File: config.mk
export PLATFORM = sky130hd
export DESIGN_NAME = rib_spi_slave
export DESIGN_NICKNAME = d
export VERILOG_FILES = /design/src/rtl/rib_spi_slave.sv
export SDC_FILE = /design/constraint.sdc
export NUM_CORES = 1
export LEC_CHECK = 0
export ABC_CLOCK_PERIOD_IN_PS = 2600
export BUFFER_PORTS_ARGS = -buffer_cell sky130_fd_sc_hd__buf_2
export CORE_MARGIN = 4
export CORE_UTILIZATION = 40
export CTS_BUF_LIST = sky130_fd_sc_hd__clkbuf_4
export DETAILED_ROUTE_END_ITERATION = 16
export PLACE_DENSITY = 0.75
export SYNTH_ARGS = -nofsm -noshare
export SYNTH_HDL_FRONTEND = slang
export SYNTH_SLANG_ARGS = --single-unit
File: constraint.sdc
create_clock -name clk -period 2.6 [get_ports clk]
set_clock_uncertainty 0.15 [all_clocks]
set_input_delay 0.65 -clock clk [delete_from_list [all_inputs] [get_ports clk]]
set_output_delay 0.65 -clock clk [all_outputs]
set_load 0.03 [all_outputs]
File: src/rtl/rib_spi_slave.sv
// SPI target on the RIB bus: oversampled pins, all four CPOL/CPHA modes, RX FIFO, TX holding byte.
// Optional interrupt output enabled by defining RIB_SPI_SLAVE_IRQ_EN.
module rib_spi_slave #(
  parameter int          RX_DEPTH = 4,
  parameter logic [7:0]  TX_DUMMY = 8'hFF
) (
  input  logic        clk,
  input  logic        rst,
  input  logic        we_i,
  input  logic [31:0] addr_i,
  input  logic [31:0] data_i,
  output logic [31:0] data_o,
  input  logic        spi_sck,
  input  logic        spi_ss_n,
  input  logic        spi_mosi,
  output logic        spi_miso,
  output logic        spi_miso_oe
`ifdef RIB_SPI_SLAVE_IRQ_EN
  ,output logic       int_sig_o
`endif
);

  localparam int AW = $clog2(RX_DEPTH);
  localparam logic [AW:0] FULL_CNT = (AW+1)'(RX_DEPTH);

  localparam logic [1:0] ST_IDLE  = 2'd0;
  localparam logic [1:0] ST_LOAD  = 2'd1;
  localparam logic [1:0] ST_SHIFT = 2'd2;

  logic [1:0] sck_s, ss_s, mosi_s;
  logic       sck_q, ss_q;
  logic       sck_v, ss_v, mosi_v;

  logic       en, cpol, cpha, irq_en;
  logic [7:0] holding;
  logic       tx_pend, ovf;

  logic [1:0] state;
  logic [2:0] bitcnt;
  logic [6:0] shift_tx;
  logic [6:0] shift_rx;

  logic [7:0]  mem [RX_DEPTH];
  logic [AW-1:0] wptr, rptr;
  logic [AW:0]   count;

  logic active, edge_any, lead, trail, sample, advance;
  logic push, push_ok, pop, load, full, valid;
  logic wr_ctrl, wr_stat, wr_tx, wr_rx;
  logic [7:0] next_tx, rx_byte, head;
  logic unused_bits;

  assign unused_bits = ^{addr_i[31:4], addr_i[1:0], data_i[31:8]};

  always_ff @(posedge clk or posedge rst) begin
    if (rst) begin
      sck_s  <= 2'b00;
      ss_s   <= 2'b11;
      mosi_s <= 2'b00;
      sck_q  <= 1'b0;
      ss_q   <= 1'b1;
    end else begin
      sck_s  <= {sck_s[0], spi_sck};
      ss_s   <= {ss_s[0], spi_ss_n};
      mosi_s <= {mosi_s[0], spi_mosi};
      sck_q  <= sck_s[1];
      ss_q   <= ss_s[1];
    end
  end

  assign sck_v  = sck_s[1];
  assign ss_v   = ss_s[1];
  assign mosi_v = mosi_s[1];

  assign active   = en & ~ss_v;
  assign edge_any = sck_v ^ sck_q;
  assign lead     = edge_any & (sck_q == cpol);
  assign trail    = edge_any & (sck_v == cpol);
  assign sample   = cpha ? trail : lead;
  assign advance  = cpha ? lead : trail;

  assign wr_ctrl = we_i & (addr_i[3:2] == 2'd0);
  assign wr_stat = we_i & (addr_i[3:2] == 2'd1);
  assign wr_tx   = we_i & (addr_i[3:2] == 2'd2);
  assign wr_rx   = we_i & (addr_i[3:2] == 2'd3);

  assign next_tx = tx_pend ? holding : TX_DUMMY;
  assign rx_byte = {shift_rx, mosi_v};
  assign push    = (state == ST_SHIFT) & active & sample & (bitcnt == 3'd7);
  assign load    = ((state == ST_LOAD) & active) | push;

  assign valid   = (count != '0);
  assign full    = (count == FULL_CNT);
  assign pop     = wr_rx & valid;
  assign push_ok = push & (~full | pop);
  assign head    = mem[rptr];

  assign spi_miso_oe = active;

  // Bit counter doubles as "first edge of byte" marker: no MISO advance at bitcnt 0
  always_ff @(posedge clk or posedge rst) begin
    if (rst) begin
      state    <= ST_IDLE;
      bitcnt   <= 3'd0;
      shift_tx <= 7'd0;
      shift_rx <= 7'd0;
      spi_miso <= 1'b0;
    end else begin
      case (state)
        ST_IDLE: begin
          bitcnt <= 3'd0;
          if (active && ss_q) state <= ST_LOAD;
        end
        ST_LOAD: begin
          if (!active) begin
            state <= ST_IDLE;
          end else begin
            shift_tx <= next_tx[6:0];
            spi_miso <= next_tx[7];
            bitcnt   <= 3'd0;
            state    <= ST_SHIFT;
          end
        end
        ST_SHIFT: begin
          if (!active) begin
            state  <= ST_IDLE;
            bitcnt <= 3'd0;
          end else if (sample) begin
            shift_rx <= rx_byte[6:0];
            bitcnt   <= bitcnt + 3'd1;
            if (bitcnt == 3'd7) begin
              shift_tx <= next_tx[6:0];
              spi_miso <= next_tx[7];
            end
          end else if (advance && bitcnt != 3'd0) begin
            spi_miso <= shift_tx[6];
            shift_tx <= {shift_tx[5:0], 1'b0};
          end
        end
        default: state <= ST_IDLE;
      endcase
    end
  end

  always_ff @(posedge clk or posedge rst) begin
    if (rst) begin
      en      <= 1'b0;
      cpol    <= 1'b0;
      cpha    <= 1'b0;
      holding <= 8'd0;
      tx_pend <= 1'b0;
      ovf     <= 1'b0;
    end else begin
      if (wr_ctrl) begin
        en   <= data_i[0];
        cpol <= data_i[1];
        cpha <= data_i[2];
      end
      if (load) tx_pend <= 1'b0;
      if (wr_tx) begin
        holding <= data_i[7:0];
        tx_pend <= 1'b1;
      end
      if (wr_stat && data_i[2]) ovf <= 1'b0;
      if (push && full && !pop) ovf <= 1'b1;
    end
  end

`ifdef RIB_SPI_SLAVE_IRQ_EN
  always_ff @(posedge clk or posedge rst) begin
    if (rst) begin
      irq_en    <= 1'b0;
      int_sig_o <= 1'b0;
    end else begin
      if (wr_ctrl) irq_en <= data_i[3];
      int_sig_o <= irq_en & (valid | ovf);
    end
  end
`else
  assign irq_en = 1'b0;
`endif

  always_ff @(posedge clk or posedge rst) begin
    if (rst) begin
      wptr  <= '0;
      rptr  <= '0;
      count <= '0;
    end else begin
      if (push_ok) wptr <= wptr + 1'b1;
      if (pop)     rptr <= rptr + 1'b1;
      case ({push_ok, pop})
        2'b10:   count <= count + 1'b1;
        2'b01:   count <= count - 1'b1;
        default: count <= count;
      endcase
    end
  end

  always_ff @(posedge clk) begin
    if (push_ok) mem[wptr] <= rx_byte;
  end

  always_comb begin
    data_o = 32'd0;
    case (addr_i[3:2])
      2'd0:    data_o[3:0] = {irq_en, cpha, cpol, en};
      2'd1:    data_o[4:0] = {active, tx_pend, ovf, full, valid};
      2'd2:    data_o[7:0] = holding;
      default: data_o[7:0] = valid ? head : 8'd0;
    endcase
  end

endmodule
### Word level (Yosys, flattened, before mapping)

Memory sizes are Yosys's and may differ from the RTL's.
Index checks and enable logic that the tools add are counted.
Widths: inputs -> output; s select.

* flip-flop bits (word level): 48
* bits in writable memories: 32
* input bits: 70
* memories: 1

Memories
* mem: words 4, bits a word 8, rd ports 1, clocked after memory_dff 0, write ports 1, RTL line 43 `logic [7:0] mem [RX_DEPTH];`

* add/sub/neg operators: 5
* equality and inequality tests: 18
* muxes and demuxes: 34
* bitwise logic cells: 18
* reduce and logical (&&, ||, !) cells: 20

Operators by type and width (number)
* $mux 7: 5
* $mux 8: 2
* $pmux 7 s2: 1
* $and 1x1->1: 13
* $mux 1: 13
* $pmux 3 s2: 2
* $pmux 4 s3: 1
* $mux 3: 3
* $pmux 3 s3: 1
* $reduce_bool 3->1: 3
* $eq 2x2->1 const B: 4
* $ne 2x2->1 const B: 4
* $reduce_bool 2->1: 4
* $add 3x1->3 const B: 2
* $eq 2x1->1 const B: 3
* $eq 3x3->1 const B: 2
* $mux 2: 3
* $ne 3x2->1 const B: 2
* $pmux 2 s3: 1
* $reduce_and 3->1: 2
* $logic_and 1x1->1: 5
* $reduce_and 5->1: 1
* $add 2x1->2 const B: 2
* $logic_not 2->1: 2
* 11 further kinds: 14

### Depth between registers and ports, before layout

Gate-level depths: netlist (run 1).

* depth after elaboration: 8
* gate-level depth with buffers: 9

### Worst setup path before layout (run 1)

Ideal clock, no wire load.

* path kind: input port to output port
* start point: input port addr_i[3]
* end point: output port data_o[0]
* arrival: 1.950 ns
* path slack: -0.150 ns
* cell stages on the path: 4
* path buffers: 2
* path through: clkbuf_1 -> clkbuf_1 -> mux2i_1 -> o21ai_0

* word-level cells in the longest chain between the ends: 2

Ends and longest elaborated chain
* start, declared: RTL line 10 `input logic [31:0] addr_i,`
* $eq 2x2->1 (tied with other cells): RTL line 205 `case (addr_i[3:2])`
* $pmux 4 s3 *: RTL line 205
* end, declared: RTL line 12 `output logic [31:0] data_o,`

Mark *: on every way between the ends. The rest lies on a longest branch, timed or not.

### Worst setup path in the final report (run 1)

* start point: register rptr[0]
* end point: output port data_o[4]

* word-level cells in the longest chain between the ends: 3

Ends and longest elaborated chain
* start, declared: RTL line 44 `logic [AW-1:0] wptr, rptr;`
* start signal, assigned: RTL line 190 `if (pop) rptr <= rptr + 1'b1;`
* $mem_v2 4x8
* $mux 8: RTL line 209 `default: data_o[7:0] = valid ? head : 8'd0;`
* $pmux 1 s3: RTL line 205

No other way between the ends.

==> results.yml, run 1 <==
worst_hold_path:
  hold_end: "ss_s[0]"
  hp-class: "primary input to register"
  whs_path_depth: 1
  hp-start: "spi_ss_n"
run_status:
  violations: "setup timing"
  status: "finished with violations"
synthesis:
  synth-async-reset-ratio_pct: 60.0
  yosys_warnings: 0
  synth_compound_area_share_pct: 6.09
  syn_area_um2: 3820
  ys_seq_area_share_pct: 56.7
  ys_seq_elements: 80
  synth-edff-count: 32
  synth-xor-area-share_pct: 1.37
  synth_area_per_cell_um2: 13.5
  yosys.area_share.simple_pct: 8.31
  syn_inst: 283
  synth_mux_area_share_pct: 15.9
  synth-main-ff-cell: "dfrtp_1"
  synth_fa_ha_area_share_pct: 4.12
  ys_types: 47
  synth_top_family_by_area: "multiplexers"
power:
  powerDensity_nw_per_um2: 837
  ir_drop_mv: 0.447
  power.leakage_nw: 1.86
critical_path:
  slowest_delay_ns: 0.53
  r2r_start: "cpha"
  cp-startpoint: "rptr[0]"
  critPathSlowestCell: "mux4_2"
  arrival_ns: 1.97
  path_cells: "buf_6 > mux4_2 > nand3_2 > nand2_1 > nand2_1 > o21ai_2 > buf_6"
  r2r_cells: 7
  critPathLaunchType: "register"
  worst-setup-path-type: "register to output pin"
  crit_required_ns: 1.80
  crit_path_max_fanout: 4
  critPathCaptureType: "output pin"
  rrSetupSlack_ns: 0.31
  r2r_end: "count[2]"
clock_tree:
  cts_tree: "built"
  clock-sinks: 80
  worstSkewPairLatency_ns: 0.43
  clk_pin_slew_ns: 0.13
  clock_tree.root_cell: "clkbuf_4"
  cts_buffers: 9
  cts_buffer_depth: 2
  htreeDepth: 3
detailed_routing:
  drc: 0
  wl_per_cell_um: 14.2
  viasPerCell: 4.77
  wirelength_mm: 6.57
  drt_iter0_markers: 117
  vias: 2199
  final_antenna_net_count: 0
  first_pass_iters: 4
floorplan:
  die_area_um2: 11200
  die_h_um: 106
  core-area_um2: 9280
  start_util_pct: 41.2
  die_x_um: 106
  io_pins: 104
  rows: 35
sta:
  setup_viol: 8
  period_minus_slack_ns: 2.77
  rsz0062_at_grt: "true"
  hold_viol: 0
  slew_viol_final: 0
  fin_ws_ns: -0.166
  post-route-period-util_pct: 106
  fmax_mhz: 362
final_layout:
  layout.nets: 409
  diodes: 0
  syn_to_final_growth_pct: 15.5
  drive_above_1_share_pct: 34.9
  post-route-util_pct: 47.5
  layout_common_cells: "43 x dfrtp_1, 32 x edfxtp_1, 30 x mux2_2"
  regArea_um2: 2170
  multi_input_area_um2: 1500
  stdcell_count: 461
  nFillCells: 808
  final_common_cell: "dfrtp_1"
placement:
  gp_congestion: 0.723
  io_buffers: 25
  place_ws_ns: 0.147
  dp_hpwl_mm: 4.94
  dp.cells: 440
job:
  max_cap_violations: 0
global_route:
  grt_first_pass_wirelength_mm: 10.8
  grt_pass1_vias: 2244
  antenna_found_initial: 0
  grt_max_degree: 19
  grt_overflow_total: 0
  grt_use_total_pct: 12.3
## kinds of logic after synthesis
kind of cell    count (synthesis)
compound gates                 32
buf+inv                        49
xor+xnor                        6
fa+ha+maj                      12
mux                            47
simple gates                   56
flops                          80
other cells                     1
## worst max-delay path, delay by kind of cell (launching register included)
| family | cells | cell delay (ns) |
|---|---|---|
| simple gates | 3 | 0.22 |
| compound gates | 1 | 0.06 |
| flops | 1 | 0.46 |
| buf+inv | 2 | 0.28 |
| mux | 1 | 0.53 |
## worst max path at each step
stage                end  slack, ns  cells past startpoint
2_1_floorplan  data_o[1]       0.03                      4
3_3_place_gp   data_o[2]       0.15                      5
3_5_place_dp    count[2]       0.15                      8
4_1_cts        data_o[0]      -0.19                      5
5_1_grt        data_o[0]      -0.31                      5
6_report       data_o[4]      -0.17                      7
## state kept, by name, indices dropped and copies added (netlist names)
register / flops
holding: 8
spi_miso: 1
ovf: 1
mosi_s: 2
en: 1
mem: 32
tx_pend: 1
shift_tx: 7
bitcnt: 3
ss_s: 2
cpha: 1
sck_q: 1
state: 2
ss_q: 1
sck_s: 2
rptr: 2
count: 3
shift_rx: 7
wptr: 2
cpol: 1
## where the power goes
group | internal [mW] | total (mW) | switching, mW
Sequential | 1.49 | 1.66 | 0.166
Clock | 0.402 | 0.850 | 0.449
Combinational | 0.599 | 1.18 | 0.585
Total | 2.50 | 3.69 | 1.20
## final cells by class
| type | count | share of cell area [%] |
|---|---|---|
| Clock buffer | 9 | 1.53 |
| Clock inverter | 7 | 2.30 |
| Inverter | 15 | 1.28 |
| Multi-Input combinational cell | 177 | 33.9 |
| Sequential cell | 80 | 49.1 |
| Tap cell | 129 | 3.66 |
| Timing Repair Buffer | 44 | 8.22 |
## per-stage QoR
stage	area [um2]	hold slack [ns]	power [mW]	TNS (ns)
global placement	4120	0.187	2.73	0
finish	4410	0.158	3.69	-1.15
CTS	4390	0.133	3.71	-1.19
floorplan	3910	0.181	2.53	0
global route	4410	0.127	3.90	-1.97
detailed placement	4120	0.187	2.77	0
## routing by layer
metal / vias up / wire length, um / GRT usage, %
met3: 10 / 243 / 2.27
li1: 1048 / - / -
met1: 1102 / 2560 / 14.2
met4: 0 / 95 / 5.27
met2: 39 / 3670 / 22.3
met5: - / 0 / 0
## Yosys cell counts, types with 2 or more instances
cell type   n  area [um2]
nand2_1    14        52.6
mux2_2     30         338
dfrtp_1    45        1130
nand4_1     2        12.5
nand3_1     7        35.0
a22o_1      2        17.5
clkbuf_1    7        26.3
nor3b_1     2        15.0
mux4_2      8         180
o21ai_0     9        45.0
edfxtp_1   32         961
inv_1      15        56.3
nand2b_1   11        68.8
ha_1       11         138
xnor2_1     5        43.8
nor3_1      2        10.0
nor2b_1     5        31.3
dfstp_2     3        78.8
and2_1      4        25.0
buf_2       2        10.0
mux2i_1     9        90.1
a21oi_1     8        40.0
buf_4      24         180
nor2_1      3        11.3
## what timing repair did
action                     CTS  global route
setup endpoints to repair    8             8
hold endpoints to repair    12             0
pin swaps                    4             2
gates resized for setup     22             2
hold buffers                 1             0
buffers inserted             2             2
cloned                       0             0
No activity file was read; power rests on OpenSTA's default activity.
==> run 2: changes to the inputs <==
- PLACE_DENSITY: 0.75 -> 0.76
==> run 2 against run 1 <==
Effect of this change: the run still ends with setup timing left; clock-buffer cell count unchanged; core utilization down 0.13 points; sequential power about the same; worst setup slack worse by 0.066 ns; critical path depth down 1; sequential share of layout area up 0.14 points; clock power down 8.0%; maximum frequency down 2.3%; routed wire length down 0.94%; critical endpoint is now data_o[2]; highest routed layer unchanged.
==> results.yml, run 2 (synthesized netlist as in run 1, its figures left out) <==
critical_path:
  crit_path_max_fanout: 4
  rrSetupSlack_ns: 0.18
  slowest_delay_ns: 0.48
  critPathLaunchType: "register"
  worst-setup-path-type: "register to output pin"
  r2r_cells: 4
  critPathCaptureType: "output pin"
  r2r_end: "mem[2][1]"
  arrival_ns: 2.03
  crit_family: "multiplexers"
  path_cells: "buf_6 > mux4_2 > and3_4 > a21oi_4 > a21oi_4 > buf_6"
  worst-path-buf-inv: 2
  r2r_start: "cpha"
  critPathSlowestCell: "mux4_2"
  crit_required_ns: 1.80
worst_hold_path:
  hp-class: "primary input to register"
  hp-start: "spi_ss_n"
  whs_path_depth: 1
  hold_end: "ss_s[0]"
global_route:
  grt_pass1_vias: 2222
  use_met2_pct: 22.8
  grt_busiest_layer: "met2"
  grt_overflow_total: 0
  grtUsageMet3_pct: 2.45
  global_route.usage.met1_pct: 13.3
  antenna_found_initial: 0
  grt_first_pass_wirelength_mm: 10.8
  grt_use_total_pct: 12.3
  grt_max_degree: 49
sta:
  slew_viol_final: 0
  fmax_mhz: 353
  period_minus_slack_ns: 2.83
  fin_ws_ns: -0.232
  hold_viol: 0
  rsz0062_at_grt: "true"
  setup_viol: 8
  slew_headroom_pct: 57.9
  hold_ws_ns: 0.153
  tightest_slew_ns: 0.632
  post-route-period-util_pct: 109
clock_tree:
  clock-sinks: 80
  cts_buffer_depth: 2
  clock_tree.root_cell: "clkbuf_4"
  clk_pin_slew_ns: 0.13
  worstSkewPairLatency_ns: 0.44
  cts_buffers: 9
  htreeDepth: 3
  cts_tree: "built"
detailed_routing:
  wirelength_mm: 6.50
  drc: 0
  final_antenna_net_count: 0
  wl_per_cell_um: 14.1
  drt_iter0_markers: 93
  first_pass_iters: 4
  viasPerCell: 4.76
  vias: 2189
final_layout:
  multi_input_area_um2: 1510
  largest_reg_flops: 32
  syn_to_final_growth_pct: 15.1
  layout.nets: 408
  diodes: 0
  nFillCells: 839
  final_common_cell: "dfrtp_1"
  layout_common_cells: "43 x dfrtp_1, 32 x edfxtp_1, 30 x mux2_2"
  largest-register: "mem"
  regArea_um2: 2170
  drive_above_1_share_pct: 35.3
  biggestRegsByFlops: "mem (32), holding (8)"
floorplan:
  io_pins: 104
  die_x_um: 106
  start_util_pct: 41.2
  die_area_um2: 11200
  rows: 35
  core-area_um2: 9280
  die_h_um: 106
placement:
  io_buffers: 25
  gp_congestion: 0.762
  dp_hpwl_mm: 4.72
power:
  ir_drop_mv: 0.439
  power.leakage_nw: 1.85
  powerDensity_nw_per_um2: 836
  power_mw: 3.68
job:
  max_cap_violations: 0
run_status:
  violations: "setup timing"
  status: "finished with violations"
==> run 2: cell types whose count changed in the layout (fill, tap and decap cells not counted), sizes merged <==
cell,previous run,this run
bufinv,2,1
dlygate4sd3,1,0
inv,18,19
==> run 2: layout make-up <==
type	instances	area share (%)
Sequential cell	80	49.3
Multi-Input combinational cell	177	34.3
Timing Repair Buffer	43	8.02
Tap cell	129	3.67
Clock inverter	7	1.93
Clock buffer	9	1.54
Inverter	15	1.28
==> run 2: per-stage QoR <==
step,setup WS (ns),instance area (um2),std cells,TNS (ns),utilization (%)
floorplan,0.0268,3910,306,0,-
finish,-0.232,4400,460,-1.31,47.4
global placement,0.0743,4100,438,0,44.1
detailed placement,0.0364,4100,438,0,44.1
global route,-0.328,4400,460,-2.12,47.4
CTS,-0.261,4310,455,-1.35,46.4
==> run 2: how the worst max path moves through the flow <==
stage / from / end / slack [ns] / depth (start not counted)
after floorplan: addr_i[3] / data_o[1] / 0.03 / 4
after global placement: addr_i[3] / mem[2][7] / 0.07 / 5
after detailed placement: addr_i[3] / mem[2][6] / 0.04 / 5
after CTS: rptr[0] / data_o[0] / -0.26 / 5
after global routing: rptr[0] / data_o[2] / -0.33 / 6
final: rptr[0] / data_o[2] / -0.23 / 6
==> run 2: repair_timing <==
action,in CTS,in global routing
gates resized for setup,14,16
gates cloned,0,0
pin swaps,4,4
buffers inserted,1,5
setup endpoints to repair,8,8
hold buffers,0,0
hold endpoints to repair,0,0
==> run 2: power breakdown <==
part / internal, mW / switching [mW]
combinational: 0.637 / 0.600
clock: 0.313 / 0.469
sequential: 1.49 / 0.164
==> run 2: per-layer routing <==
metal,share of wire [%],routed length (um)
met4,2.1,136
met5,0,0
met2,55,3570
met1,40,2590
met3,3.3,212
==> run 2: worst register-to-register path, cell delays in order (launching register included) <==
cell	delay, ns
dfrtp_1	0.44
xor2_1	0.25
mux2_2	0.46
nor3b_4	0.35
and2_1	0.45
